**src/rtl/job_arbiter_pkg.sv**
```systemverilog
// Shared types and defaults for the job arbiter.
// State encodings and default sizing live here.
package job_arbiter_pkg;

   localparam int DEF_NUM_REQ = 4;
   localparam int DEF_TIMEOUT = 16;

   typedef enum logic [1:0] {
      S_IDLE  = 2'd0,
      S_START = 2'd1,
      S_WAIT  = 2'd2,
      S_ACK   = 2'd3
   } state_e;

endpackage

```
**src/rtl/job_arbiter_if.sv**
```systemverilog
// Requester/core handshake bundle for the job arbiter.
// master drives requests and core_done; slave is the arbiter.
interface job_arbiter_if
   import job_arbiter_pkg::*;
#(
   parameter int NUM_REQ = DEF_NUM_REQ
);

   logic [NUM_REQ-1:0] req;
   logic [NUM_REQ-1:0] ack;
   logic [NUM_REQ-1:0] grant;
   logic               ack_err;
   logic               core_start;
   logic               core_done;
   logic               busy;
   logic               timeout_err;

   modport master (
      output req,
      output core_done,
      input  ack,
      input  ack_err,
      input  grant,
      input  core_start,
      input  busy,
      input  timeout_err
   );

   modport slave (
      input  req,
      input  core_done,
      output ack,
      output ack_err,
      output grant,
      output core_start,
      output busy,
      output timeout_err
   );

endinterface

```
**src/rtl/rr_pick.sv**
```systemverilog
// Combinational round-robin picker.
// Searches from last+1 upward with wrap; first set bit wins.
module rr_pick #(
   parameter int NUM_REQ = 4,
   parameter int IW      = $clog2(NUM_REQ)
) (
   input  logic [NUM_REQ-1:0] req,
   input  logic [IW-1:0]      last,
   output logic [NUM_REQ-1:0] win_oh,
   output logic [IW-1:0]      win_idx,
   output logic               valid
);

   always_comb begin
      logic [IW-1:0] pos;
      win_oh  = '0;
      win_idx = '0;
      valid   = 1'b0;
      pos     = '0;
      for (int k = 1; k <= NUM_REQ; k++) begin
         pos = IW'((int'(last) + k) % NUM_REQ);
         if (!valid && req[pos]) begin
            valid       = 1'b1;
            win_idx     = pos;
            win_oh[pos] = 1'b1;
         end
      end
   end

endmodule

```
**src/rtl/job_arbiter.sv**
```systemverilog
// Round-robin arbiter sharing one start/done core among NUM_REQ
// requesters, with a per-job timeout and sticky error flag.
module job_arbiter
   import job_arbiter_pkg::*;
#(
   parameter int NUM_REQ = DEF_NUM_REQ,
   parameter int TIMEOUT = DEF_TIMEOUT
) (
   input  logic          clk,
   input  logic          rst,
   job_arbiter_if.slave  bus
);

   localparam int IW = $clog2(NUM_REQ);
   localparam int TW = $clog2(TIMEOUT + 1);
   localparam logic [IW-1:0] LAST_RST = IW'(NUM_REQ - 1);
   // Last WAIT cycle: the increment taken here lands on TIMEOUT-1.
   localparam logic [TW-1:0] T_LAST = TW'(TIMEOUT - 2);

   state_e             state_q, state_d;
   logic [NUM_REQ-1:0] grant_q, grant_d;
   logic [NUM_REQ-1:0] ack_q, ack_d;
   logic               ack_err_q, ack_err_d;
   logic               start_q, start_d;
   logic               terr_q, terr_d;
   logic               abort_q, abort_d;
   logic [TW-1:0]      timer_q, timer_d;
   logic [IW-1:0]      last_q, last_d;
   logic [IW-1:0]      win_q, win_d;

   logic [NUM_REQ-1:0] pick_oh;
   logic [IW-1:0]      pick_idx;
   logic               pick_valid;

   rr_pick #(
      .NUM_REQ (NUM_REQ),
      .IW      (IW)
   ) u_pick (
      .req     (bus.req),
      .last    (last_q),
      .win_oh  (pick_oh),
      .win_idx (pick_idx),
      .valid   (pick_valid)
   );

   always_comb begin
      state_d   = state_q;
      grant_d   = grant_q;
      ack_d     = '0;
      ack_err_d = 1'b0;
      start_d   = 1'b0;
      terr_d    = terr_q;
      abort_d   = abort_q;
      timer_d   = timer_q;
      last_d    = last_q;
      win_d     = win_q;
      unique case (state_q)
         S_IDLE: begin
            if (pick_valid) begin
               grant_d = pick_oh;
               win_d   = pick_idx;
               start_d = 1'b1;
               state_d = S_START;
            end
         end
         S_START: begin
            timer_d = '0;
            state_d = S_WAIT;
         end
         S_WAIT: begin
            // Completion beats the timeout on the same cycle.
            if (bus.core_done) begin
               ack_d   = grant_q;
               state_d = S_ACK;
            end else if (timer_q == T_LAST) begin
               timer_d   = timer_q + TW'(1);
               abort_d   = 1'b1;
               terr_d    = 1'b1;
               ack_d     = grant_q;
               ack_err_d = 1'b1;
               state_d   = S_ACK;
            end else begin
               timer_d = timer_q + TW'(1);
            end
         end
         S_ACK: begin
            last_d  = win_q;
            grant_d = '0;
            abort_d = 1'b0;
            state_d = S_IDLE;
         end
         default: state_d = S_IDLE;
      endcase
   end

   always_ff @(posedge clk or posedge rst) begin
      if (rst) begin
         state_q   <= S_IDLE;
         grant_q   <= '0;
         ack_q     <= '0;
         ack_err_q <= 1'b0;
         start_q   <= 1'b0;
         terr_q    <= 1'b0;
         abort_q   <= 1'b0;
         timer_q   <= '0;
         last_q    <= LAST_RST;
         win_q     <= '0;
      end else begin
         state_q   <= state_d;
         grant_q   <= grant_d;
         ack_q     <= ack_d;
         ack_err_q <= ack_err_d;
         start_q   <= start_d;
         terr_q    <= terr_d;
         abort_q   <= abort_d;
         timer_q   <= timer_d;
         last_q    <= last_d;
         win_q     <= win_d;
      end
   end

   assign bus.grant       = grant_q;
   assign bus.ack         = ack_q;
   assign bus.ack_err     = ack_err_q;
   assign bus.core_start  = start_q;
   assign bus.timeout_err = terr_q;
   assign bus.busy        = (state_q != S_IDLE);

endmodule

```
**src/flat_wrapper.sv**
```systemverilog
// flat-port wrapper written by rule: the top's interface ports become plain ports
module job_arbiter_flat import job_arbiter_pkg::*;
#(
   parameter int NUM_REQ = DEF_NUM_REQ,
   parameter int TIMEOUT = DEF_TIMEOUT
)
  (clk, rst, bus_req, bus_core_done, bus_ack, bus_ack_err, bus_grant, bus_core_start, bus_busy, bus_timeout_err);
  job_arbiter_if #(.NUM_REQ(NUM_REQ)) bus_i ();
  input  logic clk;
  input  logic rst;
  input wire logic [$bits(bus_i.req)-1:0] bus_req;
  input wire logic [$bits(bus_i.core_done)-1:0] bus_core_done;
  output wire logic [$bits(bus_i.ack)-1:0] bus_ack;
  output wire logic [$bits(bus_i.ack_err)-1:0] bus_ack_err;
  output wire logic [$bits(bus_i.grant)-1:0] bus_grant;
  output wire logic [$bits(bus_i.core_start)-1:0] bus_core_start;
  output wire logic [$bits(bus_i.busy)-1:0] bus_busy;
  output wire logic [$bits(bus_i.timeout_err)-1:0] bus_timeout_err;
  assign bus_i.req = bus_req;
  assign bus_i.core_done = bus_core_done;
  assign bus_ack = bus_i.ack;
  assign bus_ack_err = bus_i.ack_err;
  assign bus_grant = bus_i.grant;
  assign bus_core_start = bus_i.core_start;
  assign bus_busy = bus_i.busy;
  assign bus_timeout_err = bus_i.timeout_err;
  job_arbiter #(.NUM_REQ(NUM_REQ), .TIMEOUT(TIMEOUT)) u_core (.clk(clk), .rst(rst), .bus(bus_i));
endmodule
```
**config.mk**
```make
export PLATFORM = sky130hd
export DESIGN_NAME = job_arbiter_flat
export DESIGN_NICKNAME = d
export VERILOG_FILES = /design/src/rtl/job_arbiter_pkg.sv /design/src/rtl/job_arbiter_if.sv /design/src/rtl/rr_pick.sv /design/src/rtl/job_arbiter.sv /design/src/flat_wrapper.sv
export SDC_FILE = /design/constraint.sdc
export NUM_CORES = 1
export LEC_CHECK = 0
export CORE_ASPECT_RATIO = 2
export CORE_UTILIZATION = 25
export DETAILED_ROUTE_END_ITERATION = 16
export HOLD_SLACK_MARGIN = 0.08
export MAX_ROUTING_LAYER = met4
export SYNTH_ARGS = -nofsm -noshare
export SYNTH_HDL_FRONTEND = slang
export SYNTH_HIERARCHICAL = 1
export SYNTH_SLANG_ARGS = --single-unit
export TNS_END_PERCENT = 5
```
**constraint.sdc**
```tcl
create_clock -name clk -period 2.4 [get_ports clk]
set_clock_uncertainty 0.05 [all_clocks]
set_input_delay 0.36 -clock clk [delete_from_list [all_inputs] [get_ports clk]]
set_output_delay 0.36 -clock clk [all_outputs]
set_load 0.01 [all_outputs]
```
* Word-level counts from Yosys, hierarchy flattened
Cells that the tools add are included.
Storage, ports and cells: register bits after elaboration 22, bits of input ports 7, output and inout port bits 12, word-level logic and storage cells 96
Operators by class: add/subtract/negate cells 5, $lt $le $gt $ge 8, equality and inequality tests 7, mux-type cells 44, bitwise operators 4, reduce and logical (&&, ||, !) cells 19
Operators by type and width (count):
- 2-to-1 mux 4 bit | 8
- 2-to-1 mux 1 bit | 17
- 2-to-1 mux 2 bit | 7
- less-than comparator 2 x 3 -> 1 bit, second input constant | 4
- bitwise OR 4 bit | 3
- case mux 5 bit (2 select lines) | 1
- binary-select mux 1 bit (select 2 bit) | 4
- demux 1 bit (select 2 bit) | 4
- greater-or-equal comparator 2 x 1 -> 1 bit, second input constant | 4
- case mux 2 bit (4 select lines) | 1
- case mux 4 bit (2 select lines) | 1
- AND reduction 2 bit | 4
- logical AND 1 bit | 7
- nonzero test 2 bit | 3
- adder 5 x 1 -> 5 bit, second input constant | 1
- == test 5 x 4 -> 1 bit, second input constant | 1
- 2-to-1 mux 5 bit | 1
- adder 2 x 1 -> 2 bit, second input constant | 2
- adder 2 bit, second input constant | 2
- == test 2 bit, second input constant | 2
- logical NOT 1 bit | 3
- != test 3 x 2 -> 1 bit, second input constant | 1
- AND reduction 3 bit | 1
- == test 2 x 1 -> 1 bit, second input constant | 1
- other kinds (4) | 4

* Logic depth before layout (Yosys ltp)
Gate-level depths: netlist of the first run.
word-level depth 15, depth in mapped cells 11, mapped depth without buffers 9

* Hierarchy
Netlist of the first run, hierarchy kept.
Modules (own cells, without submodules):
- job_arbiter | times used 1, cells an instance 91, area an instance 1017.2 um2, seq. area each 553.0 um2
- rr_pick | times used 1, cells an instance 68, area an instance 525.5 um2, seq. area each 0.0 um2

* Worst setup path before layout of the first run
No wires, ideal clock.
path kind reg2reg, from reg u_core.last_q[0], to reg u_core.grant_q[0] (netlist: u_core/bus.grant[0]), setup time 0.127 ns, data arrival time 2.192 ns, data required time 2.223 ns, setup slack 0.032 ns, cell stages (with the launch flop) 11, buffers on the path 2, clock period less this slack 2.368 ns, cells stage by stage dfstp_2 -> buf_4 -> inv_2 -> ha_1 -> buf_6 -> mux2i_4 -> o21ai_1 -> a221o_1 -> and3_1 -> a21oi_1 -> o21ai_1
Between the ends: longest elaborated chain between the ends 15, elaborated cells on any way between the ends 53, those cells by class 4 x add/sub; 8 x order compare; 1 x eq/ne; 26 x mux; 3 x bitwise; 11 x reduce/logical
Ends and longest elaborated chain:
- start, declared | line job_arbiter.sv:28 | logic [IW-1:0] last_q, last_d;
- start signal, assigned | line job_arbiter.sv:117 | last_q <= last_d;
- parallel branches: the longest is 12 deep, another holds less-than comparator 2 x 3 -> 1 bit
- 2-to-1 mux 4 bit * | line rr_pick.sv:22 | if (!valid && req[pos]) begin
- named net u_core.pick_oh[0] | line job_arbiter.sv:31 | logic [NUM_REQ-1:0] pick_oh;
- 2-to-1 mux 4 bit * | line job_arbiter.sv:59 | if (pick_valid) begin
- case mux 4 bit (2 select lines) * | line job_arbiter.sv:57 | unique case (state_q)
- end signal, assigned | line job_arbiter.sv:110 | grant_q <= grant_d;
- end, declared | line job_arbiter.sv:21 | logic [NUM_REQ-1:0] grant_q, grant_d;
Mark *: on every way through the listed nets, which the timed path passes. The select of a mux whose other input is x is not followed. A chain may end at the register's enable or synchronous reset.

* Worst setup path after layout of the first run
from reg u_core.last_q[0], to reg u_core.grant_q[1] (netlist: u_core/bus.grant[1])
Same word-level chain as after synthesis.

==> summary.md, run 1 <==
| Metric | Value |
|---|---|
| Outcome | `finished, violations left` |
| Failing checks | `design-rule violations` |
| Power Total | `2380 uW` |
| Startpoint types | `flip-flop` |
| CP bufs+invs | `1` |
| GR Util met1 | `10.3%` |
| Crit-path max FO | `12` |
| Warnings, synthesis | `6` |
| Slew @ Worst Pin | `0.359 ns` |
| Grt met3 use | `under 10%` |
| Worst Path Arrival | `approximately 2.4 ns` |
| Distinct cell type count of the synthesized netlist | `48` |
| DP Wirelength | `approximately 2700 um` |
| Clk slew on worst S/H paths | `0.06 ns` |
| Most used routing layer in global routing | `met2` |
| Hold Buf Count CTS | `0` |
| Post-synth net total | `roughly 180` |
| Starting Density | `roughly 26%` |
| Leak pwr | `0.000920 uW` |
| Worst VDD drop | `around 0.00033 V` |
| WL final | `3370 um` |
| Final hold vios | `0` |
| CTS root buffer | `clkbuf_16` |
| Dominant cell type by area after synthesis | `dfrtp_1` |
| Post-synth EDFFs | `0` |
| Seq pwr share | `25.5%` |
| Combinational power share | `58.3%` |
| CTS H-tree lvls | `1` |
| Routed vias/inst | `4.90` |
| Sw Share | `39.1%` |
| GRT Residual Overflow | `0` |
| # port buffers | `18` |
| Worst-path cell chain | `buf_8, mux4_2, nand2_1, o21ai_1, a221o_1, and3_1, a21oi_1, o21ai_1` |
| Crit-path slowest cell | `mux4_2` |
| CP dominant cell by count | `o21ai_1` |
| Finish-stage setup viols | `0` |
| Max capacitance violation total | `0` |
| Die ar. | `6510 um2` |
| Fin util | `33.4%` |
| Period utilization | `95.2%` |
| Die width | `between 50 and 60 um` |
| Syn-to-layout area delta | `28.8%` |
| Sequential share of the synthesized area | `a little over a third` |
| First-pass GRT wire length | `5740 um` |
| Worst path top cell family by delay | `multiplexers` |
| Filler instances | `~620` |
| Power per cell area | `1200 nW/um2` |
| CP Class | `flip-flop to flip-flop` |
| DR pass1 iterations | `14` |
| Cell area after synthesis | `approximately 1500 um2` |
| Ports | `19` |
| GPL Wtd Cong | `0.816` |
| Clock group share of total power | `16.2%` |
| Most common flop cell mapped by yosys | `dfrtp_1` |
| Mean post-synth cell area | `9.70 um2` |
| Final non-filler cell total | `about 260` |
| Final critical-path required period | `2.29 ns` |
| First DRT Iteration DRCs | `64` |
| Number of synthesized register bits | `22` |
| Diodes inserted | `0` |
| Via Count | `1,259` |
| Largest net degree at the start of global routing | `23` |
| CTS Buf Count | `3` |
| WP data required | `2.48 ns` |
| WL/cell | `13.1 um` |
| Clk sink count | `22` |
| Pins Over Slew Limit | `0` |
| GRT met2 Usage | `22.3%` |
| Instance count of the mapped netlist | `159` |
| Fmax | `437 MHz` |
| Longest Clk Path Bufs | `2` |
| Cell Int Power | `1450 uW` |
| Ys async rst share | `100%` |
| Share of the synthesized area in the top cell type | `32.4%` |
| Core area | `5960 um2` |
| CTS tree | `done` |
| NetSw | `between 900 and 1000 uW` |
| Tot GR Track Use | `a little under an eighth` |
| Pre-CTS setup slack | `-0.0203 ns` |
| Fraction of layout cells with a size suffix above 1 | `a little over a fifth` |
| Dpl cells | `252` |
| Worst hold-check path type | `input port to async pin` |
| Antenna Nets Post-Route | `0` |
| Worst Slack Setup Final | `0.114 ns` |
| Slew headroom | `76.0%` |
| Top area cells in the synthesized netlist | `dfrtp_1, ha_1, nand2_1` |
| Initial antenna violation count | `0` |
| Clock latency at the later pin of the worst-skew pair | `0.25 ns` |
| Rows | `40` |
| Setup crit end kind | `flip-flop` |
| Nets | `217` |
| Slowest stage delay, CP | `roughly 0.60 ns` |
| RSZ-0062 raised after global routing | `no` |
| Die Span Y | `113 um` |
| Drt drc | `1` |
| Number of global-route vias before repair | `1,287` |
-- path summary, 6_finish.rpt --
kind	from	end	slack [ns]	cells past startpoint
setup / recovery	u_core/last_q[0]	u_core/bus.grant[1]	0.11	8
hold / removal	rst	u_core/bus.ack[3]	0.40	3
setup reg to reg	u_core/last_q[0]	u_core/bus.grant[1]	0.11	8
hold reg to reg	u_core/bus.timeout_err	u_core/bus.timeout_err	0.41	1
max in group asynchronous	rst	u_core/last_q[1]	1.63	3
min in group clk	u_core/bus.timeout_err	u_core/bus.timeout_err	0.41	1
-- per-layer routing --
metal | vias up | part of all wire (%)
met5 | - | 0
met4 | 0 | 4.4
met3 | 10 | 2.5
met2 | 26 | 58
met1 | 598 | 35
li1 | 625 | -
-- cell usage after synthesis, types with 2 or more instances --
| cell type | n |
|---|---|
| a21boi_0 | 2 |
| a21oi_1 | 5 |
| a21oi_2 | 2 |
| a221o_1 | 4 |
| and3_1 | 4 |
| buf_6 | 3 |
| dfrtp_1 | 20 |
| dfstp_2 | 2 |
| ha_1 | 15 |
| inv_1 | 14 |
| mux2_2 | 4 |
| mux2i_1 | 2 |
| nand2_1 | 17 |
| nand2b_1 | 4 |
| nand3_1 | 3 |
| nor2_1 | 13 |
| nor2b_1 | 2 |
| nor3_1 | 2 |
| o21ai_0 | 4 |
| o21ai_1 | 9 |
-- state kept, by name (all words and copies together), names as in the netlist --
name                    count
u_core/bus.timeout_err      1
u_core/state_q              2
u_core/bus.ack              4
u_core/bus.ack_err          1
u_core/win_q                2
u_core/bus.grant            4
u_core/bus.core_start       1
u_core/last_q               2
u_core/timer_q              5
-- area by class of cell --
class                      count  area (um2)  area share [%]
timing repair buffer          35         315            15.9
clock buffer                   4        88.8            4.47
tap                           63        78.8            3.97
multi-input combinational    118         895            45.0
sequential                    22         553            27.8
inverter                      15        56.3            2.83
-- cell usage in the layout, fill, tap and decap left out, drive strengths merged, types with 2 or more instances in the layout --
master and count:
and2b 2, clkbuf 4, buf 17, nand3 3, mux2 5, a221oi 2
dfrtp 20, a21boi 2, and3 4, inv 15, a21oi 7, a211oi 2
o21ai 13, nor2b 2, nor2 14, dfstp 2, nand2 17, nor3 2
a221o 4, clkdlybuf4s50 18, nand2b 4, mux2i 3, ha 15
-- what timing repair did --
action | 4_1_cts | 5_1_grt
setup endpoints to repair | 0 | 3
setup buffers | 0 | 1
gates resized for setup | 0 | 3
-- tightest hold or removal path: cells and delay by family --
family / cells / cell delay (ns)
buffers and inverters: 3 / 0.72
-- power by group through the flow --
stage	clock network [uW]	logic [uW]	registers (uW)
after floorplan	0	941	630
after global placement	0	1340	608
after detailed placement	0	1350	610
after CTS	395	1360	608
after global routing	407	1540	624
final	386	1390	609
-- logic make-up (layout without fill, tap and decap cells) --
| family | count (synthesis) | count (layout) | synth area share (%) |
|---|---|---|---|
| flip-flops | 22 | 22 | 35.8 |
| AND/OR/NAND/NOR | 53 | 53 | 17.4 |
| AO/OA/AOI/OAI | 40 | 40 | 19.6 |
| XOR/XNOR | 1 | 1 | 0.568 |
| adder cells (fa/ha/maj) | 15 | 15 | 12.2 |
| multiplexers | 9 | 9 | 8.11 |
| buffers and inverters | 19 | 54 | 6.33 |
-- metrics by stage --
stage,hold slack (ns),TNS [ns],instance area (um2)
floorplan,0.298,0,1540
global placement,0.399,0,1880
detailed placement,0.401,-0.0203,1880
CTS,0.414,0,1970
global route,0.453,0,1990
finish,0.399,0,1990
Power figures use the tool's default switching activity.
==> run 2, diff against run 1 <==
CELL_PAD_IN_SITES_DETAIL_PLACEMENT = 1   (was unset)
CELL_PAD_IN_SITES_GLOBAL_PLACEMENT = 2   (was unset)
PLACE_DENSITY_LB_ADDON = 0.1   (was unset)
==> summary.md, run 2 (synthesized netlist as in run 1, its figures left out) <==
| Metric | Value |
|---|---|
| Outcome | `finished, violations left (unchanged)` |
| Failing checks | `design-rule violations (unchanged)` |
| GPL Wtd Cong | `0.773 (was 0.816)` |
| Max reg flops | `5 (unchanged)` |
| Largest register by flop count | `u_core/timer_q (unchanged)` |
| Clock latency at the later pin of the worst-skew pair | `0.26 ns (was 0.25 ns)` |
| Slew @ Worst Pin | `0.393 ns (was 0.359 ns)` |
| Non-Filler Cell Area, Final | `2030 um2 (was 1990 um2)` |
| Clock group share of total power | `15.2% (was 16.2%)` |
| Highest-count cells in the layout ignoring fill and taps | `buf_4, dfrtp_1, clkdlybuf4s50_1, nand2_1 (was dfrtp_1, clkdlybuf4s50_1, nand2_1, buf_4)` |
| Max layer used | `met4 (unchanged)` |
| Slew headroom | `73.1% (was 76.0%)` |
| CP Class | `flip-flop to flip-flop (unchanged)` |
| Final hold vios | `0 (unchanged)` |
| Core area | `5960 um2 (unchanged)` |
| Diodes inserted | `0 (unchanged)` |
| DP Wirelength | `3560 um (was 2720 um)` |
| RSZ-0062 raised after global routing | `no (unchanged)` |
| Final hold slack | `0.413 ns (was 0.399 ns)` |
| Rows | `40 (unchanged)` |
| Initial antenna violation count | `0 (unchanged)` |
| Cell Int Power | `1520 uW (was 1450 uW)` |
| Clk sink count | `22 (unchanged)` |
| Routed wl met3 | `86 um (was 85 um)` |
| CTS Buf Count | `3 (unchanged)` |
| Antenna Nets Post-Route | `0 (unchanged)` |
| DR pass1 iterations | `9 (was 14)` |
| Number of global-route vias before repair | `1,449 (was 1,287)` |
| Ports | `19 (unchanged)` |
| Die ar. | `6510 um2 (unchanged)` |
| CTS H-tree lvls | `1 (unchanged)` |
| Filler instances | `682 (was 621)` |
| Wire length on met1 | `1440 um (was 1180 um)` |
| Worst Path Arrival | `2.36 ns (about the same)` |
| Commonest non-fill, non-tap cell in the layout | `buf_4 (was dfrtp_1)` |
| GRT Residual Overflow | `0 (unchanged)` |
| Seq pwr share | `23.8% (was 25.5%)` |
| NetSw | `1020 uW (was 931 uW)` |
| Combinational power share | `60.9% (was 58.3%)` |
| Max capacitance violation total | `0 (unchanged)` |
| Multi-input gate area | `895 um2 (unchanged)` |
| Leak pwr | `0.000946 uW (was 0.000920 uW)` |
| Die width | `57.5 um (unchanged)` |
| Routed vias/inst | `4.87 (was 4.90)` |
| Period utilization | `94.9% (was 95.2%)` |
| Sw Share | `40.0% (was 39.1%)` |
| Finish-stage setup viols | `0 (unchanged)` |
| First-pass GRT wire length | `7270 um (was 5740 um)` |
| Drt drc | `2 (was 1)` |
| Starting Density | `25.9% (unchanged)` |
| WL final | `4310 um (was 3370 um)` |
| Met2 wire length | `2670 um (was 1960 um)` |
| Via Count | `1,277 (was 1,259)` |
| Fmax | `439 MHz (was 437 MHz)` |
| CTS tree | `done (unchanged)` |
| Fraction of layout cells with a size suffix above 1 | `23.1% (was 21.1%)` |
| CTS root buffer | `clkbuf_16 (unchanged)` |
| # port buffers | `18 (unchanged)` |
| Final critical-path required period | `2.28 ns (was 2.29 ns)` |
| Nets | `222 (was 217)` |
| Clk slew on worst S/H paths | `0.06 ns (about the same)` |
| Crit-path max FO | `9 (was 12)` |
| Setup crit end kind | `flip-flop (unchanged)` |
| Power per cell area | `1250 nW/um2 (was 1200 nW/um2)` |
| WP data required | `2.48 ns (about the same)` |
| FF/Latch Area | `553 um2 (unchanged)` |
| Pins Over Slew Limit | `0 (unchanged)` |
| Syn-to-layout area delta | `31.5% (was 28.8%)` |
| Worst hold-check path type | `input port to async pin (unchanged)` |
| Dpl cell area | `1920 um2 (was 1880 um2)` |
| Startpoint types | `flip-flop (unchanged)` |
| Longest Clk Path Bufs | `2 (unchanged)` |
| Largest net degree at the start of global routing | `23 (unchanged)` |
| WL/cell | `16.4 um (was 13.1 um)` |
| First DRT Iteration DRCs | `18 (was 64)` |
| Die Span Y | `113 um (unchanged)` |
| Tot GR Track Use | `15.3% (was 11.8%)` |
| Worst VDD drop | `0.000631 V (was 0.000326 V)` |
run 2: cell types whose count changed in the layout (fill, tap and decap cells not counted), sizes merged:
| cell | change |
|---|---|
| buf | +5 |
run 2: cell type report:
cell class | count | share of cell area (%)
Clock buffer | 4 | 4.38
Inverter | 15 | 2.77
Sequential cell | 22 | 27.3
Tap cell | 63 | 3.88
Multi-Input combinational cell | 118 | 44.1
Timing Repair Buffer | 40 | 17.6
run 2: per-stage QoR:
stage / instances / power, uW / worst slack [ns] / utilization [%] / TNS [ns]
3_3_place_gp: 255 / 2110 / -0.0701 / 32.2 / -0.194
6_report: 262 / 2540 / 0.123 / 34.1 / 0
2_1_floorplan: 159 / 1570 / 0.0317 / - / 0
5_1_grt: 262 / 2760 / 0.0251 / 34.1 / 0
3_5_place_dp: 255 / 2150 / -0.111 / 32.2 / -0.267
4_1_cts: 259 / 2550 / 0.0643 / 33.7 / 0
run 2: critical path, stage by stage (launching register included):
cell,delay (ns)
dfstp_2,0.56
buf_12,0.13
mux4_2,0.62
nand2_1,0.12
o21ai_1,0.07
a221o_1,0.26
and3_1,0.16
a21oi_1,0.11
o21ai_1,0.06
run 2: power by group through the flow:
| stage | clock, uW | combinational [uW] | sequential [uW] |
|---|---|---|---|
| after detailed placement | 0 | 1530 | 615 |
| after global routing | 419 | 1710 | 628 |
| after global placement | 0 | 1510 | 608 |
| after CTS | 405 | 1540 | 609 |
| after floorplan | 0 | 941 | 630 |
| final | 387 | 1550 | 606 |
run 2: routing by layer:
metal  GRT usage (%)  vias to the layer above
li1                -                      633
met4            6.99                        0
met1            13.4                      617
met3            1.71                        8
met5               -                        -
met2            30.5                       19
run 2: final timing paths:
| check | cells after the start | end | start | slack [ns] |
|---|---|---|---|---|
| worst max-delay path | 8 | u_core/bus.grant[2] | u_core/last_q[0] | 0.12 |
| worst min-delay path | 3 | u_core/bus.ack[2] | rst | 0.41 |
| worst max register to register | 8 | u_core/bus.grant[2] | u_core/last_q[0] | 0.12 |
| worst min register to register | 1 | u_core/bus.timeout_err | u_core/bus.timeout_err | 0.42 |
| max in group asynchronous | 3 | u_core/last_q[0] | rst | 1.61 |
| min in group clk | 1 | u_core/bus.timeout_err | u_core/bus.timeout_err | 0.42 |
run 2: repair_timing:
| item | 4_1_cts | 5_1_grt |
|---|---|---|
| buffers inserted | 0 | 3 |
| hold buffers | 0 | 0 |
| resized for setup | 0 | 1 |
| endpoints found under the setup margin | 0 | 1 |
==> RTL change, RTL diff (settings of run 2) <==
`DEF_TIMEOUT`: 16 -> 8.
--- a/src/rtl/job_arbiter_pkg.sv
+++ b/src/rtl/job_arbiter_pkg.sv
@@ -4,5 +4,5 @@
 
    localparam int DEF_NUM_REQ = 4;
-   localparam int DEF_TIMEOUT = 16;
+   localparam int DEF_TIMEOUT = 8;
 
    typedef enum logic [1:0] {
Behaviour: not the same (a bounded check fails within 10 cycles, from zero or initial values and one cycle with rst high).
==> RTL change against run 2 <==
  * The run still ends with design-rule violations left
  * Power down 6.1%
  * Wire length fell by 7.6%
  * Count of clock-buffer cells in the layout is 1 lower
  * Utilization is 0.98 points lower
  * Critical path type unchanged
  * Worst hold slack got worse by 0.014 ns
  * Critical path depth decreased by 1
  * Clock power fell by 7.2%
  * Synthesized cell count down 2.5%
  * Worst setup slack gained 0.043 ns
  * Sequential cell count decreased by 1
  * Cell area shrank 6.1%
  * Non-clock buffer count down 6
  * Area after synthesis shrank 2.5%
==> RTL change: results (changes against run 2) <==
Status
The flow ran to the end, but the final reports show violations. The final reports fail on design-rule violations.

Detailed routing
The via count is 1221 (-4.4%). The routed length on met3 is 67 um (-22%). The post-detailed-route DRC marker count is 4 (+2). The number of detailed-routing iterations run before antenna repair was 10 (+1).

The average wire length per cell after detail routing came to 16.1 um (-2.4%). The number of design-rule violations left by the first detailed-router iteration came to 24 (+6). The sum of routed wire segments on met1 is 1390 um (-3.1%).

STA
The final hold slack is 0.399 ns (-0.0140 ns).

Power and ir drop
The maximum resistive drop on vdd was 0.593 mV (-6.0%). The leakage power of the design is 0.844 nW (-11%).

Synth
In the synthesized netlist, the cells that appear most often are 19 x sky130_fd_sc_hd__dfrtp_1, 17 x sky130_fd_sc_hd__nand2_1, 15 x sky130_fd_sc_hd__ha_1, 14 x sky130_fd_sc_hd__inv_1, 13 x sky130_fd_sc_hd__nor2_1. The count of mapped cells out of synthesis is 155 (-2.5%). The sequential share of the synthesized area was 35.1% (-0.74 points). Ranked by total cell area, the synthesized netlist is headed by sky130_fd_sc_hd__dfrtp_1 32%, sky130_fd_sc_hd__ha_1 12%, sky130_fd_sc_hd__nand2_1 4.2%, sky130_fd_sc_hd__dfstp_2 3.5%, sky130_fd_sc_hd__inv_1 3.5%.

The post-synthesis cell type count came to 50 (+4.2%). The total nets after synthesis is 177 (-2.2%).

Finish
The final net count is 210 (-5.4%). The ratio of cells with drive above 1 in the final layout was 18.7% (-4.4 points).

Global routing
The met2 capacity usage during global routing is 28.4% (-2.1 points). The first-pass GRT wire length was 6950 um (-4.4%). The via count of the first global-routing pass was 1422 (-1.9%).

The global-route total usage across every layer is 14.5% (-0.77 points).

Setup path
The reg2reg setup slack is 0.17 ns (+0.04 ns). The arrival time of data at the critical path endpoint is 2.31 ns (-0.05 ns). The delay of the slowest critical-path stage came to 0.53 ns (-0.09 ns). The depth of the worst register-to-register path is 7 (-1). The top cell family by delay on the critical path is compound AO/OA/AOI/OAI gates. The top fanout value on the critical path came to 8 (-1). The master of the slowest instance on the critical path is sky130_fd_sc_hd__dfstp_2.

The beginning of the worst register-to-register path is u_core/last_q[1]$_DFFE_PP1P_.

Place
The cell area reported after detailed placement is 0.00182 sq mm (-4.8%). The placed instance count is 244 (-4.3%). The placer's final routability congestion estimate is 0.737 (-4.7%).
[RTL change: changes by cell type after synthesis, sizes merged, moves of 2 or more]
cell and delta:
o22ai +2, nand3 -2, and3 -4, a22oi +3, buf +2
[RTL change: worst max-delay path by stage]
stage                            startpoint                               to  cells past startpoint
4_1_cts        u_core/last_q[0]$_DFFE_PP1P_  u_core/bus.grant[0]$_DFFE_PP0P_                      7
3_5_place_dp                     bus_req[2]  u_core/bus.grant[0]$_DFFE_PP0P_                      8
2_1_floorplan  u_core/last_q[0]$_DFFE_PP1P_  u_core/bus.grant[0]$_DFFE_PP0P_                      9
3_3_place_gp                     bus_req[2]  u_core/bus.grant[1]$_DFFE_PP0P_                      8
6_report       u_core/last_q[1]$_DFFE_PP1P_  u_core/bus.grant[0]$_DFFE_PP0P_                      7
5_1_grt        u_core/last_q[0]$_DFFE_PP1P_  u_core/bus.grant[0]$_DFFE_PP0P_                      7
[RTL change: logic make-up after synthesis]
group	count (synthesis)	synth area share (%)
flip-flops	21	35.1
multiplexers	9	8.32
AO/OA/AOI/OAI	40	19.8
XOR/XNOR	1	0.582
adder cells (fa/ha/maj)	15	12.5
buffers and inverters	21	7.57
AND/OR/NAND/NOR	48	16.1
[RTL change: report_power, final]
group	internal, mW	switching, mW	leakage [nW]
Sequential	0.489	0.0973	0.272
Clock	0.225	0.134	0.0371
Combinational	0.680	0.761	0.535
Total	1.39	0.992	0.844
[RTL change: layout make-up]
type                            instances  area [sq um]
Tap cell                               61          76.3
Clock inverter                          1          7.51
Multi-Input combinational cell        113           862
Timing Repair Buffer                   34           300
Inverter                               15          56.3
Fill cell                             683          3850
Clock buffer                            3          75.1
Sequential cell                        21           528
